[src/rtl/dmem_lsu.sv]
// Load/store unit bridging the memory stage to a word-only data memory.
// Latency: load result and err one cycle after accept; a store occupies IDLE + WRITE (2 cycles).
// Backpressure: req_ready is low only during WRITE; the requester holds its request until accepted.
//
// Ports:
//   clk, rstn                       clock (rising edge), async active-low reset
//   req_valid/req_ready             request handshake; req_we, req_funct3, req_addr, req_wdata, req_pc
//   load_valid, load_data           one-cycle pulse with the extended load result (held between loads)
//   err                             one-cycle pulse for a misaligned or illegal request
//   mem_we, mem_a, mem_wd, mem_pc   word write port to dmem; mem_rd is dmem's combinational read data
module dmem_lsu #(
    parameter int XLEN      = 32,
    parameter int ADDR_SIZE = 32
) (
    input  logic                 clk,
    input  logic                 rstn,
    input  logic                 req_valid,
    input  logic                 req_we,
    input  logic [2:0]           req_funct3,
    input  logic [ADDR_SIZE-1:0] req_addr,
    input  logic [XLEN-1:0]      req_wdata,
    input  logic [ADDR_SIZE-1:0] req_pc,
    output logic                 req_ready,
    output logic                 load_valid,
    output logic [XLEN-1:0]      load_data,
    output logic                 err,
    output logic                 mem_we,
    output logic [XLEN-1:0]      mem_a,
    output logic [XLEN-1:0]      mem_wd,
    output logic [ADDR_SIZE-1:0] mem_pc,
    input  logic [XLEN-1:0]      mem_rd
);

    typedef enum logic {S_IDLE, S_WRITE} state_t;

    state_t                 r_state;
    logic [XLEN-1:0]        r_wdata;
    logic [ADDR_SIZE-1:0]   r_addr;
    logic [ADDR_SIZE-1:0]   r_pc;

    logic [ADDR_SIZE-1:0]   w_aligned;
    logic                   w_illegal;
    logic                   w_misalign;
    logic [7:0]             w_byte;
    logic [15:0]            w_half;
    logic [XLEN-1:0]        w_load_ext;
    logic [XLEN-1:0]        w_merged;
    logic                   w_idle;

    assign w_idle    = (r_state == S_IDLE);
    assign w_aligned = {req_addr[ADDR_SIZE-1:2], 2'b00};

    // Everything memory-facing is a pure function of the state register, so
    // an async reset during WRITE drops mem_we without waiting for a clock.
    assign req_ready = w_idle;
    assign mem_we    = (r_state == S_WRITE);
    assign mem_a     = w_idle ? XLEN'(w_aligned) : XLEN'(r_addr);
    assign mem_pc    = w_idle ? req_pc : r_pc;
    assign mem_wd    = w_idle ? '0 : r_wdata;

    // Legality: unknown funct3 or unsigned-store encodings are illegal;
    // halfwords must be 2-byte aligned, words 4-byte aligned.
    always_comb begin
        w_illegal  = 1'b0;
        w_misalign = 1'b0;
        case (req_funct3)
            3'b000: w_misalign = 1'b0;
            3'b001: w_misalign = req_addr[0];
            3'b010: w_misalign = |req_addr[1:0];
            3'b100: w_illegal  = req_we;
            3'b101: begin
                w_illegal  = req_we;
                w_misalign = req_addr[0];
            end
            default: w_illegal = 1'b1;
        endcase
    end

    // Lane extraction from the aligned read word.
    assign w_byte = mem_rd[{req_addr[1:0], 3'b000} +: 8];
    assign w_half = mem_rd[{req_addr[1], 4'b0000} +: 16];

    always_comb begin
        w_load_ext = mem_rd;
        case (req_funct3)
            3'b000:  w_load_ext = {{(XLEN-8){w_byte[7]}}, w_byte};
            3'b001:  w_load_ext = {{(XLEN-16){w_half[15]}}, w_half};
            3'b100:  w_load_ext = {{(XLEN-8){1'b0}}, w_byte};
            3'b101:  w_load_ext = {{(XLEN-16){1'b0}}, w_half};
            default: w_load_ext = mem_rd;
        endcase
    end

    // Read-merge: splice the store data into the current word so the
    // memory only ever sees full-word writes.
    always_comb begin
        w_merged = mem_rd;
        case (req_funct3[1:0])
            2'b00:   w_merged[{req_addr[1:0], 3'b000} +: 8]  = req_wdata[7:0];
            2'b01:   w_merged[{req_addr[1], 4'b0000} +: 16]  = req_wdata[15:0];
            default: w_merged = req_wdata;
        endcase
    end

    always_ff @(posedge clk or negedge rstn) begin
        if (!rstn) begin
            r_state    <= S_IDLE;
            r_wdata    <= '0;
            r_addr     <= '0;
            r_pc       <= '0;
            load_valid <= 1'b0;
            load_data  <= '0;
            err        <= 1'b0;
        end else begin
            load_valid <= 1'b0;
            err        <= 1'b0;
            case (r_state)
                S_IDLE: begin
                    if (req_valid) begin
                        if (w_illegal || w_misalign) begin
                            err <= 1'b1;
                        end else if (req_we) begin
                            r_wdata <= w_merged;
                            r_addr  <= w_aligned;
                            r_pc    <= req_pc;
                            r_state <= S_WRITE;
                        end else begin
                            load_valid <= 1'b1;
                            load_data  <= w_load_ext;
                        end
                    end
                end
                default: r_state <= S_IDLE;
            endcase
        end
    end

endmodule

[config.mk]
export PLATFORM = sky130hd
export DESIGN_NAME = dmem_lsu
export DESIGN_NICKNAME = d
export VERILOG_FILES = /design/src/rtl/dmem_lsu.sv
export SDC_FILE = /design/constraint.sdc
export NUM_CORES = 1
export LEC_CHECK = 0
export CORE_UTILIZATION = 41
export CTS_BUF_LIST = sky130_fd_sc_hd__clkbuf_16
export DETAILED_ROUTE_END_ITERATION = 10
export MAX_ROUTING_LAYER = met4
export PLACE_DENSITY = 0.86
export SLEW_MARGIN = 20
export SYNTH_ARGS = -nofsm -noshare
export SYNTH_HDL_FRONTEND = slang
export SYNTH_SLANG_ARGS = --single-unit
export TNS_END_PERCENT = 100
[constraint.sdc]
create_clock -name clk -period 2.04 [get_ports clk]
set_input_delay 0.612 -clock clk [delete_from_list [all_inputs] [get_ports clk]]
set_output_delay 0.612 -clock clk [all_outputs]
set_load 0.03 [all_outputs]
==> qor.log <==
INFO  floorplan      die_area=18800um2
INFO  sta            timing.final.ws_setup=-0.281ns
INFO  critical_path  crit_path_start_kind=register
INFO  drt            vias_per_cell=5.81
INFO  critical_path  reg2reg_to=r_pc[5]$_DFFE_PN0P_
INFO  clock_tree     htree_num_levels=4
INFO  logic_synthesis post_synth_inst_count=668
INFO  global_routing most_congested_layer_reported_by_global_routing=met2
INFO  global_routing met2_usage=0.491
INFO  drt            routed-via-count=7266
INFO  drt            post-route-drc-count=0
INFO  floorplan      start_util=0.418
INFO  drt            totalWireLength=28900um
INFO  placement      dp_hpwl=18500um
INFO  sta            final.setup.tns=-39.28ns
INFO  global_routing grt_util_met3=0.0644
INFO  critical_path  timing.critical_path.cells=clkbuf_16, buf_16, mux2_2, buf_6
INFO  drt            detail_route.iter0.violations=570
INFO  global_routing grt_start_max_net_pins=42
INFO  placement      place_area=11200um2
INFO  logic_synthesis synth_top_family_by_area=multiplexers
INFO  clock_tree     root_buffer=sky130_fd_sc_hd__clkbuf_16
INFO  layout         nets=1147
INFO  drt            detail-route-antenna-nets=0
INFO  floorplan      placement_rows=49
INFO  logic_synthesis synth_async_sr_flop_share=1.00
INFO  layout         fin_area=13100um2
INFO  logic_synthesis synth_edf_count=0
INFO  logic_synthesis ys_types=47
INFO  clock_tree     tritoncts_clock_tree=built
INFO  drt            wire_per_inst=23.1um
INFO  floorplan      die_height=137um
INFO  logic_synthesis muxShareOfSynthArea=0.271
INFO  sta            worst_clock_skew=0.00785ns
INFO  sta            period_share=1.14
INFO  logic_synthesis post_synth_instance_area=7490um2
INFO  critical_path  critical_path_peak_fanout=6
INFO  power_and_ir_drop power.density_cell_area=782nW/um2
INFO  critical_path  cp-end-kind=output port
INFO  critical_path  path_class=reg -> out
INFO  placement      gp_congestion=0.978
INFO  clock_tree     cts_inserted_buffers=17
INFO  logic_synthesis synth_compound_gate_area_share=0.147
INFO  power_and_ir_drop worst_vdd_drop=0.609mV
INFO  global_routing via_count_of_the_first_global_routing_pass=7504
INFO  logic_synthesis most_common_cell_in_the_netlist=sky130_fd_sc_hd__mux2_2
INFO  sta            timing_max_transition_violations_final=0
INFO  floorplan      core_area=17900um2
INFO  layout         finish.utilization=0.732
INFO  clock_tree     worst_skew_pair.late_latency=0.42ns
INFO  outcome        outcome=finished with violations
INFO  sta            final.min_clock_period=2.32ns
INFO  critical_path  worst-endpoint-arrival=1.71ns
INFO  logic_synthesis yosys.area.top_type_share=0.431
INFO  logic_synthesis synthDominantAreaCellType=sky130_fd_sc_hd__dfrtp_1
INFO  global_routing globalRouteTotalUtil=0.310
INFO  placement      dp_worst_setup_slack=-0.893ns
INFO  sta            setup_viol=213
INFO  layout         area_delta_synth_final=75.1%
INFO  global_routing grt_overflow=0
INFO  global_routing grt_antenna_before_repair=1
INFO  job            drv_cap=0
INFO  clock_tree     cts_hold_repair.buffers=0
INFO  power_and_ir_drop power.leakage=5.74nW
INFO  hold_path      hold_path_class=in -> async
INFO  logic_synthesis syn_avg_cell_area=11.2um2
INFO  clock_tree     clock_sinks=129
INFO  logic_synthesis synth_ff_type=sky130_fd_sc_hd__dfrtp_1
INFO  critical_path  reg2regPathDepth=9
INFO  logic_synthesis synth.area.top_cells=sky130_fd_sc_hd__dfrtp_1 43%, sky130_fd_sc_hd__mux2_2 20%, sky130_fd_sc_hd__mux2_1 4.8%, sky130_fd_sc_hd__and2_1 2.8%, sky130_fd_sc_hd__nand2_1 2.5%
INFO  global_routing first_pass_grt_wire_length=42100um
INFO  logic_synthesis synthXorXnorAreaFrac=0
INFO  outcome        failing_checks=negative setup slack
INFO  floorplan      die-width=137um
INFO  logic_synthesis synthTopCellsByCount=130 x sky130_fd_sc_hd__mux2_2, 129 x sky130_fd_sc_hd__dfrtp_1, 50 x sky130_fd_sc_hd__nand2_1
INFO  critical_path  crit_path_max_incr_delay=0.51ns
INFO  sta            timing.final.hold_violations=0
INFO  sta            slew_headroom=0.618
INFO  critical_path  worst-path-buf-inv=3
INFO  sta            worstMarginPinSlew=0.570ns
INFO  sta            fmaxAchievable=431MHz
INFO  critical_path  setup.reg_to_reg.worst_slack=-0.24ns
INFO  clock_tree     clk_pin_slew_worst_paths=0.07ns
INFO  critical_path  required_worst_endpoint=1.43ns
INFO  logic_synthesis post_synth_and_or_nand_nor_area_fraction=0.0918
INFO  logic_synthesis synth_warnings=0
INFO  drt            detailedRoute.firstPassIterationCount=7
INFO  critical_path  crit_family=flip-flops
INFO  critical_path  worstReg2RegStart=mem_we$_DFF_PN0_
INFO  floorplan      num_io_pins=267
INFO  clock_tree     maximum_buffer_depth_of_the_clock_tree=2
INFO  logic_synthesis seq_area_frac_synth=0.431
INFO  logic_synthesis synth_fa_ha_area_frac=0.00836
INFO  logic_synthesis synth-seq-cells=129
INFO  placement      portBuffers=264
INFO  critical_path  slowest_stage=sky130_fd_sc_hd__dfrtp_4
INFO  global_routing globalRouteMet1Util=0.381
INFO  layout         layout-drive-gt1-share=0.474
INFO  sta            rsz_0062_raised_after_global_routing=true
report_power, final:
group	switching [W]	internal, W
sequential	0.000449	0.00325
combinational	0.00162	0.00185
clock	0.00127	0.00181
total	0.00334	0.00692
cells in the final DEF, fill, tap and decap left out, types with 5 or more instances in the layout:
cell                              instances
sky130_fd_sc_hd__mux2_2                  90
sky130_fd_sc_hd__o21ai_2                  7
sky130_fd_sc_hd__clkdlybuf4s50_1        127
sky130_fd_sc_hd__buf_6                   69
sky130_fd_sc_hd__nand2_1                 50
sky130_fd_sc_hd__mux2_4                  72
sky130_fd_sc_hd__dfrtp_1                128
sky130_fd_sc_hd__a221o_1                  7
sky130_fd_sc_hd__o22ai_1                  9
sky130_fd_sc_hd__buf_12                  60
sky130_fd_sc_hd__o221ai_1                16
sky130_fd_sc_hd__nand2b_1                11
sky130_fd_sc_hd__o21ai_0                 25
sky130_fd_sc_hd__a21oi_2                  8
sky130_fd_sc_hd__o41ai_2                  8
sky130_fd_sc_hd__a2bb2oi_1               16
sky130_fd_sc_hd__mux2i_1                 18
sky130_fd_sc_hd__a211o_1                  9
sky130_fd_sc_hd__buf_8                    5
sky130_fd_sc_hd__buf_16                  11
sky130_fd_sc_hd__inv_1                   12
sky130_fd_sc_hd__dlygate4sd2_1           36
sky130_fd_sc_hd__a21oi_1                 26
sky130_fd_sc_hd__nor3b_1                  8
sky130_fd_sc_hd__a22o_1                   7
sky130_fd_sc_hd__clkbuf_16               21
sky130_fd_sc_hd__a31oi_1                  7
sky130_fd_sc_hd__and2_4                  33
sky130_fd_sc_hd__buf_4                   58
metal layers:
metal | up-vias | wire (um)
met2 | 453 | 14000
met1 | 3582 | 11300
met5 | - | 0
met3 | 85 | 2520
met4 | 0 | 1050
li1 | 3146 | -
cells by family after synthesis:
| kind of cell | Yosys count |
|---|---|
| AOI/OAI and AO/OA | 156 |
| and+or+nand+nor | 126 |
| other | 1 |
| muxes | 181 |
| DFF | 129 |
| adders and majority gates | 5 |
| buffers and inverters | 70 |
worst max-delay path by stage:
stage / start / to / slack, ns / cells past startpoint
6_report: mem_we$_DFF_PN0_ / mem_pc[25] / -0.28 / 4
3_5_place_dp: req_addr[1] / load_data[29]$_DFFE_PN0P_ / -0.89 / 9
5_1_grt: mem_we$_DFF_PN0_ / mem_a[23] / -0.31 / 4
2_1_floorplan: req_addr[0] / r_pc[10]$_DFFE_PN0P_ / -0.32 / 10
3_3_place_gp: req_addr[1] / load_data[9]$_DFFE_PN0P_ / -0.83 / 9
4_1_cts: mem_we$_DFF_PN0_ / mem_a[25] / -0.29 / 4
registers in the layout, indices dropped and copies added (netlist names):
name        flops
r_pc           32
load_data      32
err             1
load_valid      1
mem_we          1
r_wdata        32
r_addr         30
through the flow:
step	power, W	hold WS, ns	instances
after floorplan	0.00535	0.316	669
after detailed placement	0.00676	0.468	1177
final	0.0103	0.106	1250
after CTS	0.0101	0.113	1245
after global routing	0.0106	0.124	1250
after global placement	0.00665	0.461	1177
what timing repair did:
item                       CTS  global route
setup endpoints to repair  255           224
pin swaps                   13             2
cloned                      11             5
setup buffers               25             3
gates resized for setup    235            38
final cells by class:
cell class / count / area, um2
multi-input combinational: 470 / 4420
tap: 229 / 287
clock buffer: 17 / 425
inverter: 14 / 67.6
fill: 1182 / 4790
timing repair buffer: 375 / 4520
sequential: 129 / 3230
clock inverter: 15 / 160
antenna: 1 / 2.50
No activity file was read; power rests on OpenSTA's default activity.
